**src/rtl/bp_pkg.sv**
```systemverilog
// Shared types for the branch predictor update path: 2-bit counter codes,
// update FSM states and the saturating counter update rule.
package bp_pkg;

    typedef enum logic [1:0] {
        SNT = 2'b00,
        WNT = 2'b01,
        WT  = 2'b10,
        ST  = 2'b11
    } bp_cnt_t;

    typedef enum logic [1:0] {
        IDLE   = 2'b00,
        RES_RD = 2'b01,
        RES_WR = 2'b10
    } upd_st_t;

    // Move one step toward the actual outcome, saturating at both ends.
    function automatic bp_cnt_t sat_update(bp_cnt_t cnt, logic taken);
        bp_cnt_t r;
        r = cnt;
        case (cnt)
            SNT:     r = taken ? WNT : SNT;
            WNT:     r = taken ? WT  : SNT;
            WT:      r = taken ? ST  : WNT;
            ST:      r = taken ? ST  : WT;
            default: r = SNT;
        endcase
        return r;
    endfunction

endpackage

```
**src/rtl/pht_update_ctrl_if.sv**
```systemverilog
// Handshake and PHT bus between fetch/execute, the update controller and the PHT.
// master = controller side, slave = environment (fetch, execute, PHT storage).
interface pht_update_ctrl_if #(
    parameter int PATTERN_WIDTH = 4,
    parameter int QUEUE_DEPTH   = 4
);
    localparam int OCC_W = $clog2(QUEUE_DEPTH + 1);

    logic                     pred_req;
    logic                     pred_ready;
    logic                     pred_valid;
    logic                     pred_taken;
    logic                     res_valid;
    logic                     res_taken;
    logic                     res_ready;
    logic                     mispredict;
    logic [PATTERN_WIDTH-1:0] pattern;
    logic [1:0]               state;
    logic [1:0]               new_state;
    logic                     result_strob;
    logic [PATTERN_WIDTH-1:0] ghr;
    logic [OCC_W-1:0]         outstanding;

    modport master (
        input  pred_req, res_valid, res_taken, state,
        output pred_ready, pred_valid, pred_taken, res_ready, mispredict,
               pattern, new_state, result_strob, ghr, outstanding
    );

    modport slave (
        output pred_req, res_valid, res_taken, state,
        input  pred_ready, pred_valid, pred_taken, res_ready, mispredict,
               pattern, new_state, result_strob, ghr, outstanding
    );

endinterface

```
**src/rtl/pht_update_ctrl_pend_fifo.sv**
```systemverilog
// Queue of outstanding predictions: each entry holds {pattern, predicted bit}.
// Oldest entry is always visible on head.
module pht_pend_fifo #(
    parameter int WIDTH = 5,
    parameter int DEPTH = 4
) (
    input  logic                         clk,
    input  logic                         rst,
    input  logic                         push,
    input  logic [WIDTH-1:0]             push_data,
    input  logic                         pop,
    output logic [WIDTH-1:0]             head,
    output logic                         full,
    output logic                         empty,
    output logic [$clog2(DEPTH+1)-1:0]   count
);
    localparam int PW = $clog2(DEPTH);
    localparam int CW = $clog2(DEPTH + 1);

    logic [WIDTH-1:0] mem [DEPTH];
    logic [PW-1:0]    wr_ptr;
    logic [PW-1:0]    rd_ptr;
    logic [CW-1:0]    cnt_q;
    logic             do_push;
    logic             do_pop;

    assign do_push = push && !full;
    assign do_pop  = pop && !empty;
    assign full    = (cnt_q == CW'(DEPTH));
    assign empty   = (cnt_q == '0);
    assign count   = cnt_q;
    assign head    = mem[rd_ptr];

    // Entry storage; no reset needed since occupancy gates every read.
    always_ff @(posedge clk) begin
        if (do_push) begin
            mem[wr_ptr] <= push_data;
        end
    end

    // Pointers wrap naturally because DEPTH is a power of two.
    always_ff @(posedge clk or posedge rst) begin
        if (rst) begin
            wr_ptr <= '0;
            rd_ptr <= '0;
            cnt_q  <= '0;
        end else begin
            if (do_push) begin
                wr_ptr <= wr_ptr + 1'b1;
            end
            if (do_pop) begin
                rd_ptr <= rd_ptr + 1'b1;
            end
            case ({do_push, do_pop})
                2'b10:   cnt_q <= cnt_q + 1'b1;
                2'b01:   cnt_q <= cnt_q - 1'b1;
                default: cnt_q <= cnt_q;
            endcase
        end
    end

endmodule

```
**src/rtl/pht_update_ctrl.sv**
```systemverilog
// PHT read/write master: predicts from the entry at the current GHR, queues
// the pattern used, and on resolution read-modify-writes that same entry.
// GHR only advances when a resolution is written back (non-speculative).
module pht_update_ctrl
    import bp_pkg::*;
#(
    parameter int PATTERN_WIDTH = 4,
    parameter int QUEUE_DEPTH   = 4
) (
    input  logic                clk,
    input  logic                rst,
    pht_update_ctrl_if.master   bus
);
    localparam int FW    = PATTERN_WIDTH + 1;
    localparam int OCC_W = $clog2(QUEUE_DEPTH + 1);

    upd_st_t                  st_q;
    upd_st_t                  st_d;
    logic [PATTERN_WIDTH-1:0] ghr_q;
    bp_cnt_t                  cnt_q;
    logic                     taken_q;
    logic                     pred_valid_q;
    logic                     pred_taken_q;
    logic                     mispredict_q;

    logic [FW-1:0]            head;
    logic [FW-1:0]            push_data;
    logic                     push;
    logic                     pop;
    logic                     full;
    logic                     empty;
    logic [OCC_W-1:0]         count;
    logic [PATTERN_WIDTH-1:0] head_pattern;
    logic                     head_pred;

    logic                     res_acc;
    logic                     pred_acc;
    logic                     pred_ready;
    logic                     res_ready;
    logic [PATTERN_WIDTH-1:0] pattern;
    bp_cnt_t                  new_state;
    logic                     result_strob;

    assign head_pattern = head[FW-1:1];
    assign head_pred    = head[0];
    assign push_data    = {ghr_q, bus.state[1]};

    pht_pend_fifo #(
        .WIDTH (FW),
        .DEPTH (QUEUE_DEPTH)
    ) u_pend_fifo (
        .clk       (clk),
        .rst       (rst),
        .push      (push),
        .push_data (push_data),
        .pop       (pop),
        .head      (head),
        .full      (full),
        .empty     (empty),
        .count     (count)
    );

    // Update FSM state register.
    always_ff @(posedge clk or posedge rst) begin
        if (rst) begin
            st_q <= IDLE;
        end else begin
            st_q <= st_d;
        end
    end

    // Next state, handshakes and PHT port mux. A pending resolution blocks
    // new predictions so the queue head cannot change under it.
    always_comb begin
        st_d         = st_q;
        pattern      = ghr_q;
        pred_ready   = 1'b0;
        res_ready    = 1'b0;
        new_state    = SNT;
        result_strob = 1'b0;
        res_acc      = 1'b0;
        pred_acc     = 1'b0;
        push         = 1'b0;
        pop          = 1'b0;
        case (st_q)
            IDLE: begin
                res_ready  = !empty;
                pred_ready = !full && !(bus.res_valid && !empty);
                res_acc    = bus.res_valid && !empty;
                pred_acc   = bus.pred_req && pred_ready;
                push       = pred_acc;
                if (res_acc) begin
                    st_d = RES_RD;
                end
            end
            RES_RD: begin
                pattern = head_pattern;
                st_d    = RES_WR;
            end
            RES_WR: begin
                pattern      = head_pattern;
                new_state    = sat_update(cnt_q, taken_q);
                result_strob = 1'b1;
                pop          = 1'b1;
                st_d         = IDLE;
            end
            default: begin
                st_d = IDLE;
            end
        endcase
    end

    // Registered outputs, resolution scratch registers and global history.
    always_ff @(posedge clk or posedge rst) begin
        if (rst) begin
            ghr_q        <= '0;
            cnt_q        <= SNT;
            taken_q      <= 1'b0;
            pred_valid_q <= 1'b0;
            pred_taken_q <= 1'b0;
            mispredict_q <= 1'b0;
        end else begin
            pred_valid_q <= pred_acc;
            pred_taken_q <= pred_acc & bus.state[1];
            mispredict_q <= pop && (taken_q != head_pred);
            if (res_acc) begin
                taken_q <= bus.res_taken;
            end
            if (st_q == RES_RD) begin
                cnt_q <= bp_cnt_t'(bus.state);
            end
            if (pop) begin
                ghr_q <= {ghr_q[PATTERN_WIDTH-2:0], taken_q};
            end
        end
    end

    assign bus.pred_ready   = pred_ready;
    assign bus.pred_valid   = pred_valid_q;
    assign bus.pred_taken   = pred_taken_q;
    assign bus.res_ready    = res_ready;
    assign bus.mispredict   = mispredict_q;
    assign bus.pattern      = pattern;
    assign bus.new_state    = new_state;
    assign bus.result_strob = result_strob;
    assign bus.ghr          = ghr_q;
    assign bus.outstanding  = count;

endmodule

```
**src/flat_wrapper.sv**
```systemverilog
// flat-port wrapper written by rule: the top's interface ports become plain ports
module pht_update_ctrl_flat import bp_pkg::*;
#(
    parameter int PATTERN_WIDTH = 4,
    parameter int QUEUE_DEPTH   = 4
)
  (clk, rst, bus_pred_req, bus_res_valid, bus_res_taken, bus_state, bus_pred_ready, bus_pred_valid, bus_pred_taken, bus_res_ready, bus_mispredict, bus_pattern, bus_new_state, bus_result_strob, bus_ghr, bus_outstanding);
  pht_update_ctrl_if #(.PATTERN_WIDTH(PATTERN_WIDTH), .QUEUE_DEPTH(QUEUE_DEPTH)) bus_i ();
  input  logic clk;
  input  logic rst;
  input wire logic [$bits(bus_i.pred_req)-1:0] bus_pred_req;
  input wire logic [$bits(bus_i.res_valid)-1:0] bus_res_valid;
  input wire logic [$bits(bus_i.res_taken)-1:0] bus_res_taken;
  input wire logic [$bits(bus_i.state)-1:0] bus_state;
  output wire logic [$bits(bus_i.pred_ready)-1:0] bus_pred_ready;
  output wire logic [$bits(bus_i.pred_valid)-1:0] bus_pred_valid;
  output wire logic [$bits(bus_i.pred_taken)-1:0] bus_pred_taken;
  output wire logic [$bits(bus_i.res_ready)-1:0] bus_res_ready;
  output wire logic [$bits(bus_i.mispredict)-1:0] bus_mispredict;
  output wire logic [$bits(bus_i.pattern)-1:0] bus_pattern;
  output wire logic [$bits(bus_i.new_state)-1:0] bus_new_state;
  output wire logic [$bits(bus_i.result_strob)-1:0] bus_result_strob;
  output wire logic [$bits(bus_i.ghr)-1:0] bus_ghr;
  output wire logic [$bits(bus_i.outstanding)-1:0] bus_outstanding;
  assign bus_i.pred_req = bus_pred_req;
  assign bus_i.res_valid = bus_res_valid;
  assign bus_i.res_taken = bus_res_taken;
  assign bus_i.state = bus_state;
  assign bus_pred_ready = bus_i.pred_ready;
  assign bus_pred_valid = bus_i.pred_valid;
  assign bus_pred_taken = bus_i.pred_taken;
  assign bus_res_ready = bus_i.res_ready;
  assign bus_mispredict = bus_i.mispredict;
  assign bus_pattern = bus_i.pattern;
  assign bus_new_state = bus_i.new_state;
  assign bus_result_strob = bus_i.result_strob;
  assign bus_ghr = bus_i.ghr;
  assign bus_outstanding = bus_i.outstanding;
  pht_update_ctrl #(.PATTERN_WIDTH(PATTERN_WIDTH), .QUEUE_DEPTH(QUEUE_DEPTH)) u_core (.clk(clk), .rst(rst), .bus(bus_i));
endmodule
```
**config.mk**
```make
export PLATFORM = sky130hd
export DESIGN_NAME = pht_update_ctrl_flat
export DESIGN_NICKNAME = d
export VERILOG_FILES = /design/src/rtl/bp_pkg.sv /design/src/rtl/pht_update_ctrl_if.sv /design/src/rtl/pht_update_ctrl_pend_fifo.sv /design/src/rtl/pht_update_ctrl.sv /design/src/flat_wrapper.sv
export SDC_FILE = /design/constraint.sdc
export NUM_CORES = 1
export LEC_CHECK = 0
export CELL_PAD_IN_SITES_DETAIL_PLACEMENT = 0
export CELL_PAD_IN_SITES_GLOBAL_PLACEMENT = 2
export CORE_MARGIN = 2
export CORE_UTILIZATION = 41
export DETAILED_ROUTE_END_ITERATION = 16
export PLACE_DENSITY = 0.79
export SYNTH_ARGS = -nofsm -noshare
export SYNTH_HDL_FRONTEND = slang
export SYNTH_SLANG_ARGS = --single-unit
export TNS_END_PERCENT = 50
```
**constraint.sdc**
```tcl
create_clock -name clk -period 4.61 [get_ports clk]
set_input_delay 0.922 -clock clk [delete_from_list [all_inputs] [get_ports clk]]
set_output_delay 0.922 -clock clk [all_outputs]
set_load 0.1 [all_outputs]
```
* Word-level counts from Yosys, hierarchy flattened
Memories as Yosys holds them, arrays and structs flattened.
Cells that the tools add are included.
** Storage, ports and cells
- Register bits after elaboration :: 19
- Bits of input ports :: 7
- Memories kept :: 1
- RAM bits :: 20
** Cells by class
- Muxes and demuxes :: 17
- Reduce and logical (&&, ||, !) cells :: 14
- Bitwise gates (word level) :: 1
- Add/sub/neg operators :: 4
- Equality and inequality tests :: 10
** Memories
- u_core.u_pend_fifo.mem :: words 4, bits a word 5, read ports 1, clocked after Yosys merged registers in 0, wr ports 1, line pht_update_ctrl_pend_fifo.sv:20 : logic [WIDTH-1:0] mem [DEPTH];
** Operators with widths (count)
- $mux W1 :: 9
- $eq A2 B2 Y1 const B :: 4
- $mux W2 :: 4
- $pmux W2 S4 :: 1
- $eq A2 B1 Y1 const B :: 3
- $logic_and A1 B1 Y1 :: 6
- $pmux W3 S2 :: 1
- $add A2 B1 Y2 const B :: 2
- $logic_not A2 Y1 :: 2
- $mux W4 :: 1
- $pmux W2 S2 :: 1
- $add A3 B1 Y3 const B :: 1
- $eq A3 B3 Y1 const B :: 1
- $logic_not A1 Y1 :: 3
- $logic_not A3 Y1 :: 1
- $sub A3 B1 Y3 const B :: 1
- $ne A2 B1 Y1 const B :: 1
- $reduce_bool A2 Y1 :: 1
- $reduce_or A2 Y1 :: 1
- $and A1 B1 Y1 :: 1
- $ne A1 B1 Y1 :: 1

* Logic depth before layout (Yosys ltp)
Gate-level depths: netlist of the first run.
- Depth after elaboration :: 10
- Mapped depth :: 11
- Depth with buffers taken out :: 11

* Cells and area by module
A second synthesis of the first run with hierarchy kept.
** Unflattened totals
- Cell total of the unflattened synthesis :: 114
- Area, all modules :: 1774.2 um^2
** Modules (own cells, without submodules)
- pht_pend_fifo :: cells an instance 65, area each 1168.6 um^2, instances 1
- pht_update_ctrl :: cells an instance 49, area each 605.6 um^2, instances 1

* Worst setup path after synthesis of the first run
Ideal clock, no wire load.
- Path type :: flip-flop to output port
- From :: register u_core.st_q[0]
- To :: output port bus_new_state[1]
- Data required time :: 3688 ps
- Stages on the path, launching flop included :: 5
- Setup slack :: -159 ps
- Arrival time :: 3847 ps
- Buffers on the path :: 1
- Path through :: dfrtp_1 -> inv_1 -> ha_1 -> clkbuf_1 -> a21boi_0
** On the way
- Cells in the longest elaborated chain, start to end :: 2
** Ends and longest elaborated chain
- start, declared :: line pht_update_ctrl.sv:17 : upd_st_t st_q;
- start signal, assigned :: line pht_update_ctrl.sv:68 : st_q <= st_d;
- $eq A2 B2 Y1 :: line pht_update_ctrl.sv:85 : case (st_q)
- $mux W2 :: line pht_update_ctrl.sv:85
- end, declared :: line flat_wrapper.sv:21 : output wire logic [$bits(bus_i.new_state)-1:0] bus_new_state;
No other way between the ends.

* Final worst setup path of the first run
- From :: register u_core.u_pend_fifo.rd_ptr[0]
- To :: output port bus_pattern[3]
** On the way
- Cells in the longest elaborated chain, start to end :: 2
** Ends and longest elaborated chain
- start, declared :: line pht_update_ctrl_pend_fifo.sv:22 : logic [PW-1:0] rd_ptr;
- start signal, assigned :: line pht_update_ctrl_pend_fifo.sv:52 : rd_ptr <= rd_ptr + 1'b1;
- $mem_v2 Z4 W5
- $mux W4 :: line pht_update_ctrl.sv:85
- end, declared :: line flat_wrapper.sv:20 : output wire logic [$bits(bus_i.pattern)-1:0] bus_pattern;
No other way between the ends.

==> results of run 1 <==
stage by stage:
step | instances | cell area, um2 | hold slack, ns | setup WS, ns | utilization
floorplan | 113 | 1783 | 0.4912 | 0.1090 | -
global placement | 184 | 2069 | 0.4750 | 1.328 | 0.5064
detailed placement | 184 | 2069 | 0.4830 | 1.314 | 0.5064
CTS | 192 | 2186 | 0.5031 | 0.9914 | 0.5349
global route | 192 | 2186 | 0.5342 | 0.9060 | 0.5349
finish | 192 | 2186 | 0.4907 | 1.011 | 0.5349
worst register-to-register path, stage by stage (launching register included):
cell and delay, ns:
dfrtp_1 0.43, inv_1 0.12, ha_1 0.45, and2_2 0.27, ha_1 0.20, inv_1 0.06
fa_1 0.37, xor2_1 0.15, nor2_1 0.11, xor2_1 0.15
synthesized netlist by cell type, types with 3 or more instances:
cell type and count:
inv_1 9, edfxtp_1 20, ha_1 10, and2_1 7
xnor2_1 3, mux4_2 5, mux2_2 12, dfrtp_1 19
xor2_1 4
kinds of logic (layout without fill, tap and decap cells):
logic type / count (synthesis) / count (layout) / synth area share
DFF: 39 / 39 / 0.6035
xor gates and xnor gates: 7 / 7 / 0.03439
buffers and inverters: 13 / 42 / 0.03228
adders and majority gates: 11 / 11 / 0.08140
and+or+nand+nor: 16 / 16 / 0.05053
AOI/OAI and AO/OA: 7 / 7 / 0.03650
muxes: 20 / 20 / 0.1614
final timing paths:
| kind | startpoint | end | slack (ns) | cells after the start |
|---|---|---|---|---|
| setup reg to reg | u_core.st_q[0] | u_core.u_pend_fifo.count[2] | 2.24 | 9 |
| setup / recovery | u_core.u_pend_fifo.rd_ptr[0] | bus_pattern[3] | 1.01 | 3 |
| min in group asynchronous | rst | u_core.bus.pred_valid | 1.07 | 2 |
| hold reg to reg | u_core.u_pend_fifo.count[2] | u_core.u_pend_fifo.count[2] | 0.49 | 1 |
| max in group asynchronous | rst | u_core.bus.pred_taken | 3.04 | 2 |
| hold / removal | u_core.u_pend_fifo.count[2] | u_core.u_pend_fifo.count[2] | 0.49 | 1 |
final cells by class:
type | count | area, um2 | share of cell area
clock buffers | 5 | 68.82 | 0.03148
clock inverters | 3 | 47.55 | 0.02175
inverters | 9 | 33.78 | 0.01546
multi-input cells | 61 | 649.4 | 0.2971
flip-flops and latches | 39 | 1076 | 0.4923
well taps | 50 | 62.56 | 0.02862
repair buffers | 25 | 247.7 | 0.1133
sequential cells by signal (all words and copies together) (netlist names):
| name | cells |
|---|---|
| u_core.cnt_q | 2 |
| u_core.u_pend_fifo.rd_ptr | 2 |
| u_core.u_pend_fifo.count | 3 |
| u_core.bus.pred_taken | 1 |
| u_core.bus.mispredict | 1 |
| u_core.u_pend_fifo.mem | 20 |
| u_core.bus.pred_valid | 1 |
| u_core.taken_q | 1 |
| u_core.st_q | 2 |
| u_core.bus.ghr | 4 |
| u_core.u_pend_fifo.wr_ptr | 2 |
layer usage:
layer,part of all wire,up-vias,GRT usage
li1,-,450,-
met1,0.46,466,0.1972
met2,0.47,21,0.2212
met3,0.049,6,0.04906
met4,0.014,0,0.04487
met5,0,-,0
==> flow_summary_export.csv, run 1 <==
group,metric,value,unit
status,outcome,"finished, final reports clean",
synth,synth_nets,131,
sta,slew_headroom,0.3446,
clock_network,cts_setup_buffers,0,
clock_network,cts_buffers,5,
floorplan,start_util,0.4363,
setup_path,crit_slowest_cell,"clkdlybuf4s50_1",
setup_path,critPathMaxStageDelay,0.97,ns
place,port_buffers,25,
clock_network,htree_levels,2,
clock_network,tritoncts,"done",
clock_network,clock_sinks,39,
flow_run,max_cap_violations,0,
floorplan,coreArea,4086,um2
synth,synthFlopType,"edfxtp_1",
sta,drv_slew,0,
route,via_per_inst,4.911,
setup_path,path_cells,"mux4_2 -> mux2_2 -> clkdlybuf4s50_1",
floorplan,ios,26,
floorplan,die_area,4892,um2
global_route,grt_start_max_net_pins,20,
clock_network,clockRootBuffer,"clkbuf_8",
place,hpwl,2.146,mm
cells_and_area,fillers,352,
cells_and_area,num-nets-final,159,
floorplan,rows,23,
route,routedWlPerCell,16.19,um
place,gp_routability_congestion,0.6936,
sta,finalCritPeriodShare,0.7807,
synth,synth_seq_cells,39,
route,drt_iter0_markers,66,
cells_and_area,syn_to_final_growth,22.60,%
route,routed_wl,3.109,mm
synth,yosysUniqueCellTypes,25,
floorplan,die_x,69.95,um
clock_network,cts.clk_slew.worst_paths,0.08,ns
floorplan,dieHeight,69.95,um
sta,final-hold-violation-count,0,
setup_path,cp.arrival,2.68,ns
sta,tns,0,ns
cells_and_area,mostFrequentLayoutCell,"clkdlybuf4s50_1",
global_route,overflow,0,
route,antenna_left,0,
global_route,grt_usage,0.1453,
synth,mappedNetlistArea,1783,um2
setup_path,crit_buf_inv,1,
synth,synthTopCellsByArea,"edfxtp_1 34%, dfrtp_1 27%, mux2_2 7.6%",
synth,async_flop_share,0.4872,
clock_network,ctsResizeCount,0,
synth,yosys.area.top_type,"edfxtp_1",
route,num_vias,943,
sta,period_minus_slack,3.599,ns
route,drtPass1Iterations,4,
sta,rsz0062_at_grt,"no",
cells_and_area,diodes,0,
setup_path,start_kind,"register",
clock_network,clock_latency,0.30,ns
cells_and_area,drive_gt1_frac,0.2254,
cells_and_area,layout_common_cells,"24 x clkdlybuf4s50_1, 20 x edfxtp_1, 19 x dfrtp_1, 12 x mux2_2, 10 x ha_1",
clock_network,clockBufferDepth,2,
sta,setup_viol,0,
global_route,grt_pass1_vias,1035,
sta,tightestPinTransition,0.9801,ns
sta,finClkSkew,0.008314,ns
synth,syn_area_per_cell,15.78,um2
min_path,hp-class,"register to register",
global_route,antenna_found_initial,0,
clock_network,cts_hold_buf,0,
route,drc,0,
setup_path,worstPathRequired,3.69,ns
synth,synthCells,113,
synth,synth_top_area_frac,0.3368,
setup_path,path_max_fanout,7,
setup_path,endpoint_kind,"primary output",
synth,seq_area_frac_synth,0.6035,
setup_path,crit_family,"buffers and inverters",
global_route,grt_first_pass_wirelength,5.382,mm
synth,synth_edf_count,20,
synth,synth_warnings,0,
sta,max_clock_freq,277.9,MHz
setup_path,path_class,"register to primary output",
Power of run 1 is left out: the tool's default activity adds up to more than one toggle a clock period on the data nets, which glitch-free logic cannot reach.
==> run 2, diff against run 1 <==
--- a/config.mk
+++ b/config.mk
@@ -8,9 +8,9 @@
 export CELL_PAD_IN_SITES_DETAIL_PLACEMENT = 0
 export CELL_PAD_IN_SITES_GLOBAL_PLACEMENT = 2
 export CORE_MARGIN = 2
-export CORE_UTILIZATION = 41
+export CORE_UTILIZATION = 34
 export DETAILED_ROUTE_END_ITERATION = 16
-export PLACE_DENSITY = 0.79
+export PLACE_DENSITY = 0.7
 export SYNTH_ARGS = -nofsm -noshare
 export SYNTH_HDL_FRONTEND = slang
 export SYNTH_SLANG_ARGS = --single-unit
==> constraint.sdc (replaced) <==
create_clock -name clk -period 3.2 [get_ports clk]
set_input_delay 0.64 -clock clk [delete_from_list [all_inputs] [get_ports clk]]
set_output_delay 0.64 -clock clk [all_outputs]
set_load 0.1 [all_outputs]
==> run 2 against run 1 <==
Net effect:
- via count rose by 0.74%
- critical path depth stayed put
- sequential cell count did not move
- clock-buffer cell count unchanged
- clock skew hardly changed
- worst setup slack lost 0.42 ns
- largest cell class unchanged
==> flow_summary_export.csv, run 2 (synthesis results as in run 1) <==
group,metric,value,unit
clock_network,tritoncts,"done",
setup_path,endpoint_kind,"primary output",
route,drtPass1Iterations,3,
floorplan,die_area,5839,um2
sta,rsz0062_at_grt,"no",
setup_path,crit_family,"multiplexers",
floorplan,start_util,0.3513,
clock_network,cts.clk_slew.worst_paths,0.08,ns
setup_path,path_cells,"mux4_2 -> mux2_2 -> buf_4",
setup_path,crit_buf_inv,1,
min_path,min_path_cells,1,
sta,max_clock_freq,383.3,MHz
floorplan,die_x,76.42,um
clock_network,ctsResizeCount,0,
clock_network,clock_sinks,39,
setup_path,cp.arrival,1.97,ns
sta,drv_slew,0,
place,dpl_cell_area,2073,um2
clock_network,clockRootBuffer,"clkbuf_8",
setup_path,r2r_cells,9,
cells_and_area,diodes,0,
global_route,grt_first_pass_wirelength,5.271,mm
sta,setup_viol,0,
sta,final-hold-violation-count,0,
place,hpwl,2.172,mm
cells_and_area,largest_register,"u_core.u_pend_fifo.mem",
cells_and_area,final_area,2188,um2
cells_and_area,drive_gt1_frac,0.3636,
place,port_buffers,25,
cells_and_area,fillers,503,
floorplan,dieHeight,76.42,um
floorplan,ios,26,
setup_path,worstPathRequired,2.56,ns
sta,tightestPinTransition,0.7629,ns
global_route,overflow,0,
global_route,antenna_found_initial,0,
min_path,hp-class,"register to register",
route,num_vias,950,
global_route,top_usage_layer,"met2",
sta,finalCritPeriodShare,0.8154,
global_route,use_met2,0.1850,
cells_and_area,layout_common_cells,"20 x edfxtp_1, 19 x buf_4, 19 x dfrtp_1, 12 x mux2_2, 10 x ha_1",
clock_network,cts_hold_buf,0,
clock_network,clockBufferDepth,2,
clock_network,clock_latency,0.29,ns
global_route,grt_usage,0.1179,
cells_and_area,num-nets-final,160,
cells_and_area,syn_to_final_growth,22.74,%
route,drc,0,
global_route,grt_use_met1,0.1544,
sta,finClkSkew,0.008773,ns
status,outcome,"finished, final reports clean",
setup_path,start_kind,"register",
route,antenna_left,0,
clock_network,cts_buffers,5,
route,via_per_inst,4.460,
cells_and_area,largest_register_ff_count,20,
cells_and_area,mostFrequentLayoutCell,"edfxtp_1",
global_route,grt.met3_usage,0.02844,
clock_network,htree_levels,2,
floorplan,coreArea,5075,um2
route,routedWlPerCell,14.95,um
global_route,grt_start_max_net_pins,20,
route,drt_iter0_markers,30,
floorplan,rows,26,
setup_path,worst-path-stages,3,
setup_path,ff2ff_setup_slack,0.92,ns
setup_path,path_class,"register to primary output",
sta,period_minus_slack,2.609,ns
route,routed_wl,3.184,mm
setup_path,path_max_fanout,7,
place,gp_routability_congestion,0.7268,
setup_path,crit_slowest_cell,"dfrtp_1",
setup_path,critPathMaxStageDelay,0.63,ns
sta,slew_headroom,0.4909,
flow_run,max_cap_violations,0,
clock_network,cts_setup_buffers,0,
global_route,grt_pass1_vias,1014,
-- run 2: worst paths after layout --
check                                             startpoint                           to
worst max-delay path            u_core.u_pend_fifo.rd_ptr[0]               bus_pattern[1]
worst min-delay path             u_core.u_pend_fifo.count[2]  u_core.u_pend_fifo.count[2]
worst max register to register   u_core.u_pend_fifo.count[0]  u_core.u_pend_fifo.count[2]
worst min register to register   u_core.u_pend_fifo.count[2]  u_core.u_pend_fifo.count[2]
max in group asynchronous                                rst               u_core.st_q[0]
min in group asynchronous                                rst            u_core.bus.ghr[2]
-- run 2: through the flow --
step	setup TNS, ns	instances	setup slack, ns	hold slack [ns]	util
2_1_floorplan	-0.2477	113	-0.2477	0.4912	-
6_report	0	213	0.5908	0.5142	0.4312
3_3_place_gp	0	205	0.5674	0.4795	0.4085
5_1_grt	0	213	0.5065	0.5435	0.4312
3_5_place_dp	0	205	0.4911	0.4961	0.4085
4_1_cts	0	213	0.5554	0.5094	0.4312
-- run 2: final cells by class --
type,instances,area (um2),area share
Clock buffer,5,68.82,0.03145
Clock inverter,3,46.29,0.02115
Inverter,9,33.78,0.01544
Multi-Input combinational cell,61,653.1,0.2985
Sequential cell,39,1076,0.4917
Tap cell,70,87.58,0.04002
Timing Repair Buffer,26,222.7,0.1018
-- run 2: metal layers --
metal	up-vias	wire length, um
li1	453	-
met1	475	1517
met2	17	1520
met3	5	101
met4	0	46
met5	-	0
Power of run 2 is left out for the same reason.
